`config.mk`:
```
export PLATFORM = sky130hd
export DESIGN_NAME = lcv_mul_wide_seq_flat
export DESIGN_NICKNAME = d
export VERILOG_FILES = /design/src/rtl/lcv_mul_wide_seq_if.sv /design/src/rtl/lcv_mul_wide_seq.sv /design/src/flat_wrapper.sv
export SDC_FILE = /design/constraint.sdc
export NUM_CORES = 2
export LEC_CHECK = 0
export ABC_AREA = 1
export CORE_ASPECT_RATIO = 1.1
export CORE_MARGIN = 4
export CORE_UTILIZATION = 55
export CTS_CLUSTER_SIZE = 30
export DETAILED_ROUTE_END_ITERATION = 6
export MAX_ROUTING_LAYER = met4
export PLACE_DENSITY_LB_ADDON = 0.15
export SLEW_MARGIN = 10
export SYNTH_ARGS = -nofsm -noshare
export SYNTH_HDL_FRONTEND = slang
export SYNTH_SLANG_ARGS = --single-unit
```
`constraint.sdc`:
```
create_clock -name clk -period 9.71 [get_ports clk]
set_input_delay 1.4565 -clock clk [delete_from_list [all_inputs] [get_ports clk]]
set_output_delay 1.4565 -clock clk [all_outputs]
set_load 0.02 [all_outputs]
```
`src/rtl/lcv_mul_wide_seq_if.sv`:
```
// Operand/product handshake bundle for the sequenced wide multiplier.
// master drives operands and accepts products; slave is the multiplier.
interface lcv_mul_wide_seq_if #(
  parameter int WIDTH = 32
);
  logic                 inp_valid;
  logic                 inp_ready;
  logic [WIDTH-1:0]     inp_a;
  logic [WIDTH-1:0]     inp_b;
  logic                 inp_signed;
  logic                 outp_valid;
  logic                 outp_ready;
  logic [2*WIDTH-1:0]   outp_data;

  modport master (
    output inp_valid, inp_a, inp_b, inp_signed, outp_ready,
    input  inp_ready, outp_valid, outp_data
  );

  modport slave (
    input  inp_valid, inp_a, inp_b, inp_signed, outp_ready,
    output inp_ready, outp_valid, outp_data
  );
endinterface

```
`src/rtl/lcv_mul_wide_seq.sv`:
```
// WIDTH x WIDTH -> 2*WIDTH multiply sequenced over one registered HALF x HALF MAC.
// Latency 6 cycles accept->valid; one op in flight; accepts only when idle, holds result until taken.
module lcv_mul_wide_seq #(
  parameter int WIDTH = 32
) (
  input  logic               clk,
  input  logic               rst,
  lcv_mul_wide_seq_if.slave  bus
);
  localparam int HALF = WIDTH / 2;

  localparam logic [2:0] S_IDLE  = 3'd0;
  localparam logic [2:0] S_P0    = 3'd1;
  localparam logic [2:0] S_P1    = 3'd2;
  localparam logic [2:0] S_P2    = 3'd3;
  localparam logic [2:0] S_P3    = 3'd4;
  localparam logic [2:0] S_DRAIN = 3'd5;
  localparam logic [2:0] S_FIX   = 3'd6;
  localparam logic [2:0] S_DONE  = 3'd7;

  localparam logic [WIDTH-1:0]   ONE_W  = 1;
  localparam logic [2*WIDTH-1:0] ONE_2W = 1;

  logic [2:0]           state_q, state_d;
  logic [WIDTH-1:0]     a_q, a_d;
  logic [WIDTH-1:0]     b_q, b_d;
  logic                 neg_q, neg_d;
  logic [2*WIDTH-1:0]   acc_q, acc_d;
  logic [WIDTH-1:0]     prod_q, prod_d;
  logic [2*WIDTH-1:0]   data_q, data_d;

  logic [HALF-1:0]      mac_x;
  logic [HALF-1:0]      mac_y;
  logic [2*WIDTH-1:0]   prod_ext;

  assign prod_ext = {{WIDTH{1'b0}}, prod_q};

  always_comb begin
    state_d = state_q;
    a_d     = a_q;
    b_d     = b_q;
    neg_d   = neg_q;
    acc_d   = acc_q;
    data_d  = data_q;
    mac_x   = '0;
    mac_y   = '0;

    // Each Pk issues a partial product and folds in the one issued the cycle before.
    case (state_q)
      S_IDLE: begin
        if (bus.inp_valid) begin
          a_d     = (bus.inp_signed && bus.inp_a[WIDTH-1]) ? (~bus.inp_a + ONE_W) : bus.inp_a;
          b_d     = (bus.inp_signed && bus.inp_b[WIDTH-1]) ? (~bus.inp_b + ONE_W) : bus.inp_b;
          neg_d   = bus.inp_signed & (bus.inp_a[WIDTH-1] ^ bus.inp_b[WIDTH-1]);
          acc_d   = '0;
          state_d = S_P0;
        end
      end
      S_P0: begin
        mac_x   = a_q[HALF-1:0];
        mac_y   = b_q[HALF-1:0];
        state_d = S_P1;
      end
      S_P1: begin
        mac_x   = a_q[HALF-1:0];
        mac_y   = b_q[WIDTH-1:HALF];
        acc_d   = acc_q + prod_ext;
        state_d = S_P2;
      end
      S_P2: begin
        mac_x   = a_q[WIDTH-1:HALF];
        mac_y   = b_q[HALF-1:0];
        acc_d   = acc_q + (prod_ext << HALF);
        state_d = S_P3;
      end
      S_P3: begin
        mac_x   = a_q[WIDTH-1:HALF];
        mac_y   = b_q[WIDTH-1:HALF];
        acc_d   = acc_q + (prod_ext << HALF);
        state_d = S_DRAIN;
      end
      S_DRAIN: begin
        acc_d   = acc_q + (prod_ext << WIDTH);
        state_d = S_FIX;
      end
      S_FIX: begin
        acc_d   = neg_q ? (~acc_q + ONE_2W) : acc_q;
        data_d  = acc_d;
        state_d = S_DONE;
      end
      default: begin
        if (bus.outp_ready) begin
          state_d = S_IDLE;
        end
      end
    endcase

    prod_d = {{HALF{1'b0}}, mac_x} * {{HALF{1'b0}}, mac_y};
  end

  always_ff @(posedge clk or posedge rst) begin
    if (rst) begin
      state_q <= S_IDLE;
      a_q     <= '0;
      b_q     <= '0;
      neg_q   <= 1'b0;
      acc_q   <= '0;
      prod_q  <= '0;
      data_q  <= '0;
    end else begin
      state_q <= state_d;
      a_q     <= a_d;
      b_q     <= b_d;
      neg_q   <= neg_d;
      acc_q   <= acc_d;
      prod_q  <= prod_d;
      data_q  <= data_d;
    end
  end

  assign bus.inp_ready  = (state_q == S_IDLE);
  assign bus.outp_valid = (state_q == S_DONE);
  assign bus.outp_data  = data_q;
endmodule

```
`src/flat_wrapper.sv`:
```
// flat-port wrapper written by rule: the top's interface ports become plain ports
module lcv_mul_wide_seq_flat 
#(
  parameter int WIDTH = 32
)
  (clk, rst, bus_inp_valid, bus_inp_a, bus_inp_b, bus_inp_signed, bus_outp_ready, bus_inp_ready, bus_outp_valid, bus_outp_data);
  lcv_mul_wide_seq_if #(.WIDTH(WIDTH)) bus_i ();
  input  logic clk;
  input  logic rst;
  input wire logic [$bits(bus_i.inp_valid)-1:0] bus_inp_valid;
  input wire logic [$bits(bus_i.inp_a)-1:0] bus_inp_a;
  input wire logic [$bits(bus_i.inp_b)-1:0] bus_inp_b;
  input wire logic [$bits(bus_i.inp_signed)-1:0] bus_inp_signed;
  input wire logic [$bits(bus_i.outp_ready)-1:0] bus_outp_ready;
  output wire logic [$bits(bus_i.inp_ready)-1:0] bus_inp_ready;
  output wire logic [$bits(bus_i.outp_valid)-1:0] bus_outp_valid;
  output wire logic [$bits(bus_i.outp_data)-1:0] bus_outp_data;
  assign bus_i.inp_valid = bus_inp_valid;
  assign bus_i.inp_a = bus_inp_a;
  assign bus_i.inp_b = bus_inp_b;
  assign bus_i.inp_signed = bus_inp_signed;
  assign bus_i.outp_ready = bus_outp_ready;
  assign bus_inp_ready = bus_i.inp_ready;
  assign bus_outp_valid = bus_i.outp_valid;
  assign bus_outp_data = bus_i.outp_data;
  lcv_mul_wide_seq #(.WIDTH(WIDTH)) u_core (.clk(clk), .rst(rst), .bus(bus_i));
endmodule
```
======== Yosys cells after proc, flatten, opt, wreduce, memory -nomap -nowiden ========
Index checks and enable logic that the tools add are counted.
storage, ports and cells
  flip-flop bits (word level) ............. 228
  bits of input ports ..................... 69
  output and inout port bits .............. 66
  word-level logic and storage cells ...... 49
operators by class
  $add $sub $neg .......................... 6
  multipliers ............................. 1
  eq/ne operators ......................... 8
  multiplexer cells ....................... 10
  bitwise gates (word level) .............. 5
  reduce and logical (&&, ||, !) cells .... 12
operators by type and width
  kind                   number
  $pmux 64 s5            1
  $mux 64                2
  $add 32x1->32 const B  2
  $add 64x1->64 const B  1
  $add 64x32->64         1
  $add 64x48->64         1
  $add 64x64->64         1
  $mux 32                2
  $not 32->32            2
  $not 64->64            1
  $pmux 16 s2            2
  $mul 16x16->32         1
  $pmux 3 s7             1
  $eq 3x3->1 const B     4
  $reduce_bool 8->1      1
  $reduce_or 2->1        4
  $eq 3x2->1 const B     2
  $mux 3                 2
  $reduce_and 2->1       3
  $reduce_bool 5->1      1
  $eq 3x1->1 const B     1
  $logic_not 3->1        1
  $logic_and 1x1->1      2
  $ne 2x2->1 const B     1
  other kinds (2)        2

======== Depth between registers and ports, before layout ========
  depth after elaboration ................. 4
  gate-level depth with buffers ........... 35

======== Worst setup path after synthesis ========
Ideal clock, no wire load.
  kind .................................... flip-flop to flip-flop
  from .................................... reg u_core.state_q[2]
  to ...................................... reg u_core.prod_q[21]
  library setup time ...................... 0.117 ns
  arrival ................................. 6.107 ns
  required time ........................... 9.593 ns
  path slack .............................. 3.486 ns
  stages on the path, launching flop included .. 31
  path buffers ............................ 3
  clock period less this slack ............ 6.224 ns
  path through ............................ dfrtp_1 > inv_1 > buf_4 > nor2_1 > inv_2 > o21ai_2 > buf_6 > o21ai_2 > buf_2 > nand2_1 > fa_1 > inv_1 > fa_1 > inv_1 > fa_1 > inv_1 > fa_1 > fa_1 > inv_1 > fa_1 > inv_1 > ha_1 > a21oi_1 > o21ai_0 > o21bai_1 > a21oi_1 > o21ai_0 > nand2_1 > nand2_1 > nand2_1 > nand2_1
between the ends
  word-level cells in the longest chain between the ends .. 4
  elaborated cells on any way between the ends .. 11
RTL lines
  item                                RTL line                 RTL
  from (decl)                         lcv_mul_wide_seq.sv:24   logic [2:0] state_q, state_d;
  from (signal assigned)              lcv_mul_wide_seq.sv:111  state_q <= state_d;
  $eq 3x2->1 (tied with other cells)  lcv_mul_wide_seq.sv:49   case (state_q)
  $reduce_or 2->1 (no source line)    -
  $pmux 16 s2                         lcv_mul_wide_seq.sv:49
  $mul 16x16->32 (*)                  lcv_mul_wide_seq.sv:98   prod_d = {{HALF{1'b0}}, mac_x} * {{HALF{1'b0}}, mac_y};
  named net u_core.prod_d[21]         lcv_mul_wide_seq.sv:29   logic [WIDTH-1:0] prod_q, prod_d;
  to (signal assigned)                lcv_mul_wide_seq.sv:116  prod_q <= prod_d;
  to (decl)                           lcv_mul_wide_seq.sv:29
Mark *: on every way through the listed nets, which the timed path passes. The rest lies on a longest branch.
A chain may end at the register's enable or synchronous reset.

======== Worst setup path after layout ========
Ends and elaborated chain as after synthesis.

==> summary.md <==
| Metric | Value |
|---|---|
| # resized after CTS | 0 |
| Worst r2r src | u_core.state_q[2]$_DFFE_PP0P_ |
| H-tree levels | 1 |
| Post-CTS setup buffer count | 0 |
| Worst slew margin | 0.196 |
| Die Area | 60600 µm² |
| Largest family of logic cells by synthesized area | simple AND/OR/NAND/NOR gates |
| Max Fclk | 121 MHz |
| Top post-synthesis cells by area | nand2_1 (21%), dfrtp_1 (18%), fa_1 (13%) |
| Cell Rows | 91 |
| DR iter-0 viols | 3301 |
| Worst-Skew Late Latency | 630 ps |
| Remaining DRCs | 0 |
| Crit end category | flop |
| Initial antenna violation count | 2 |
| CTS tree | done |
| Post-layout utilization of the core | 0.607 |
| DIE WIDTH | 235 µm |
| Post-Syn Area | 31200 µm² |
| Ys Warns | 0 |
| First-pass GRT wire length | 186000 µm |
| Final hold vios | 0 |
| Synth Area in XOR/XNOR | 0.0213 |
| Mux cell area share after synthesis | 0 |
| Vias | 33.2k |
| Area of the core | 56100 µm² |
| Share of cells above drive strength 1 | 0.0264 |
| Ys flop type | dfrtp_1 |
| TNS Setup | 0 ps |
| RSZ-0062 raised after global routing | false |
| IO Count | 135 |
| Sink Count | 228 |
| Sequential fraction of the synthesis area | 0.183 |
| Area delta synth->final | 9.20% |
| Antenna viol nets, final | 0 |
| Starting Density | 0.556 |
| Crit Path Class | reg2reg |
| CP Data Arrival Time | 8780 ps |
| EDFF count, synth | 0 |
| Routed WL | 121000 µm |
| GRT Util Overall | 0.406 |
| Net count after synthesis | 5528 |
| Final-report max-slew violation count | 0 |
| Largest net degree at the start of global routing | 115 |
| Final setup violation count | 0 |
| # hold bufs at CTS | 0 |
| CP max FO | 36 |
| Slew @ Worst Pin | 1210 ps |
| Non-filler cells, final | 5889 |
| Reg2Reg Setup Slack | 1420 ps |
| Mapped Avg Cell Area | 6.17 µm² |
| Startpoint Class | flop |
| Storage element area | 5710 µm² |
| Worst path slowest cell | inv_2 |
| Critical Path Source | u_core.state_q[2]$_DFFE_PP0P_ |
| Die Y | 258 µm |
| DP Cell Count | 5833 |
| Clock-pin slew on the worst setup and hold paths | 60 ps |
| Via/cell ratio | 5.64 |
| Final nets | 5588 |
| Count of cell types in the netlist | 50 |
| Port-buffer cells | 134 |
| Clock Path Buffers | 3 |
| Adder-Cell Fraction of Synth Area | 0.207 |
| Number of fill cells in the layout | 5643 |
| R2R depth | 27 |
| Post-synthesis simple-gate area fraction | 0.365 |
| Pre-antenna DRT Iters | 6 |
| Crit share post-route | 0.854 |
| Vias in the first global route | 31.9k |
| Hold Crit Class | reg2reg |
| Worst Skew | 40.9 ps |
| Grt ovf | 0 |
| Period minus WS final | 8290 ps |
| Synth async-reset ratio | 1.00 |
| Max-cap violations | 0 |
| Worst Setup EP | u_core.prod_q[21]$_DFF_PP0_ |
| Post-synth top area cell | nand2_1 |
| Gate Count Post-Synth | 5060 |
| HPWL after detailed placement | 98000 µm |
| Design Area, Final | 34100 µm² |
| Compound-Gate Fraction of Synth Area | 0.0882 |
| Drt wl/cell | 20.6 µm |
| Placer congestion estimate | 1.08 |
| Critical Path RT | 10200 ps |
| Status | finished, final reports clean |
| Root buffer cell | clkbuf_16 |
| CTS buffer count | 29 |
| Worst reg2reg path endpoint | u_core.prod_q[21]$_DFF_PP0_ |
| Multi-input logic area | 21300 µm² |
| CP peak stage delay | 880 ps |
| Dpl cell area | 33100 µm² |
| Seq cells post-synth | 228 |
| Synth top area share | 0.212 |
-- synthesized netlist by cell type, types with 2 or more instances --
master	n
o2111ai_1	11
nor3_2	3
o21ai_1	5
a22o_1	4
nand3b_1	25
nor2_1	473
o22ai_2	5
dfrtp_1	228
o211ai_1	27
a21boi_0	3
and2_1	8
nand4_1	76
buf_4	8
a21o_1	7
nor2_4	4
inv_2	6
buf_2	63
o21ai_2	19
buf_6	2
nand2_4	2
o21a_1	4
nand3_1	378
a21oi_1	171
ha_1	202
clkbuf_1	46
inv_1	954
o221ai_1	2
nor4_1	8
nor3_1	27
nor2_2	4
a31oi_1	8
or2_2	10
nand2_1	1763
xor2_1	59
o21bai_1	9
buf_1	10
o31ai_1	2
a22oi_1	2
o21ai_0	199
xnor2_1	17
fa_1	197
-- final cells by class --
type / count / area share
clock buffers: 38 / 0.0235
well taps: 744 / 0.0273
multi-input cells: 3741 / 0.625
repair buffers: 159 / 0.0449
diodes: 2 / 0.000147
inverters: 961 / 0.106
flip-flops and latches: 228 / 0.167
clock inverters: 16 / 0.00576
-- metal layers --
| layer | vias up | GRT usage | routed length (µm) |
|---|---|---|---|
| li1 | 15700 | - | - |
| met1 | 15400 | 0.487 | 45700 |
| met2 | 1621 | 0.651 | 55000 |
| met3 | 446 | 0.0582 | 10900 |
| met4 | 0 | 0.245 | 9570 |
| met5 | - | - | 0 |
-- logic make-up after synthesis --
group	Yosys count
buffers and inverters	1091
AND/OR/NAND/NOR	2784
AO/OA/AOI/OAI	482
flip-flops	228
adder cells (fa/ha/maj)	399
XOR/XNOR	76
-- sequential cells by signal (all words and copies together), names as in the netlist --
name,flops
u_core.state_q,3
u_core.a_q,32
u_core.prod_q,32
u_core.bus.outp_data,64
u_core.neg_q,1
u_core.acc_q,64
u_core.b_q,32
-- placed cells by master, fill, tap and decap left out, types with 4 or more instances in the layout --
cell / n
ha_1: 202
o21bai_1: 9
xor2_1: 59
clkinvlp_4: 6
xnor2_1: 17
clkbuf_16: 29
o21ai_1: 5
clkdlybuf4s50_1: 134
a21oi_1: 171
inv_2: 7
o21ai_2: 19
nor4_1: 8
nand4_1: 76
nor2_2: 4
a21o_1: 7
and2_1: 8
nand3b_1: 25
nand3_1: 378
a22o_1: 4
o21a_1: 4
o22ai_2: 5
buf_4: 25
o211ai_1: 27
dfrtp_1: 227
clkbuf_8: 4
nor2_1: 471
clkbuf_1: 5
nor3_1: 27
nand2_1: 1763
nor2_4: 6
o2111ai_1: 11
inv_1: 952
o21ai_0: 199
or2_2: 10
fa_1: 197
a31oi_1: 8
-- worst min path at each step --
stage                                              start                                   end  slack, ps  cells past startpoint
finish              u_core.bus.outp_data[50]$_DFFE_PP0N_  u_core.bus.outp_data[50]$_DFFE_PP0N_        480                      2
global route        u_core.bus.outp_data[12]$_DFFE_PP0N_  u_core.bus.outp_data[12]$_DFFE_PP0N_        500                      2
CTS                 u_core.bus.outp_data[33]$_DFFE_PP0N_  u_core.bus.outp_data[33]$_DFFE_PP0N_        480                      2
detailed placement   u_core.bus.outp_data[0]$_DFFE_PP0N_   u_core.bus.outp_data[0]$_DFFE_PP0N_        460                      2
global placement    u_core.bus.outp_data[38]$_DFFE_PP0N_  u_core.bus.outp_data[38]$_DFFE_PP0N_        460                      2
floorplan                     u_core.a_q[30]$_DFFE_PP0P_            u_core.a_q[30]$_DFFE_PP0P_        450                      2
-- stage by stage --
step	hold WS, ps	setup slack [ps]
2_1_floorplan	449	2010
3_3_place_gp	462	1730
3_5_place_dp	465	1610
4_1_cts	482	1550
5_1_grt	496	972
6_report	475	1420
-- worst max-delay path, delay by kind of cell, from the launching register on --
kind,cells,cell delay [ps]
compound gates,5,1640
fa+ha+maj,7,3360
buf+inv,7,1700
flops,1,450
simple gates,8,970
Power is left out: the tool's default activity adds up to more than one toggle a clock period on the data nets, which glitch-free logic cannot reach.
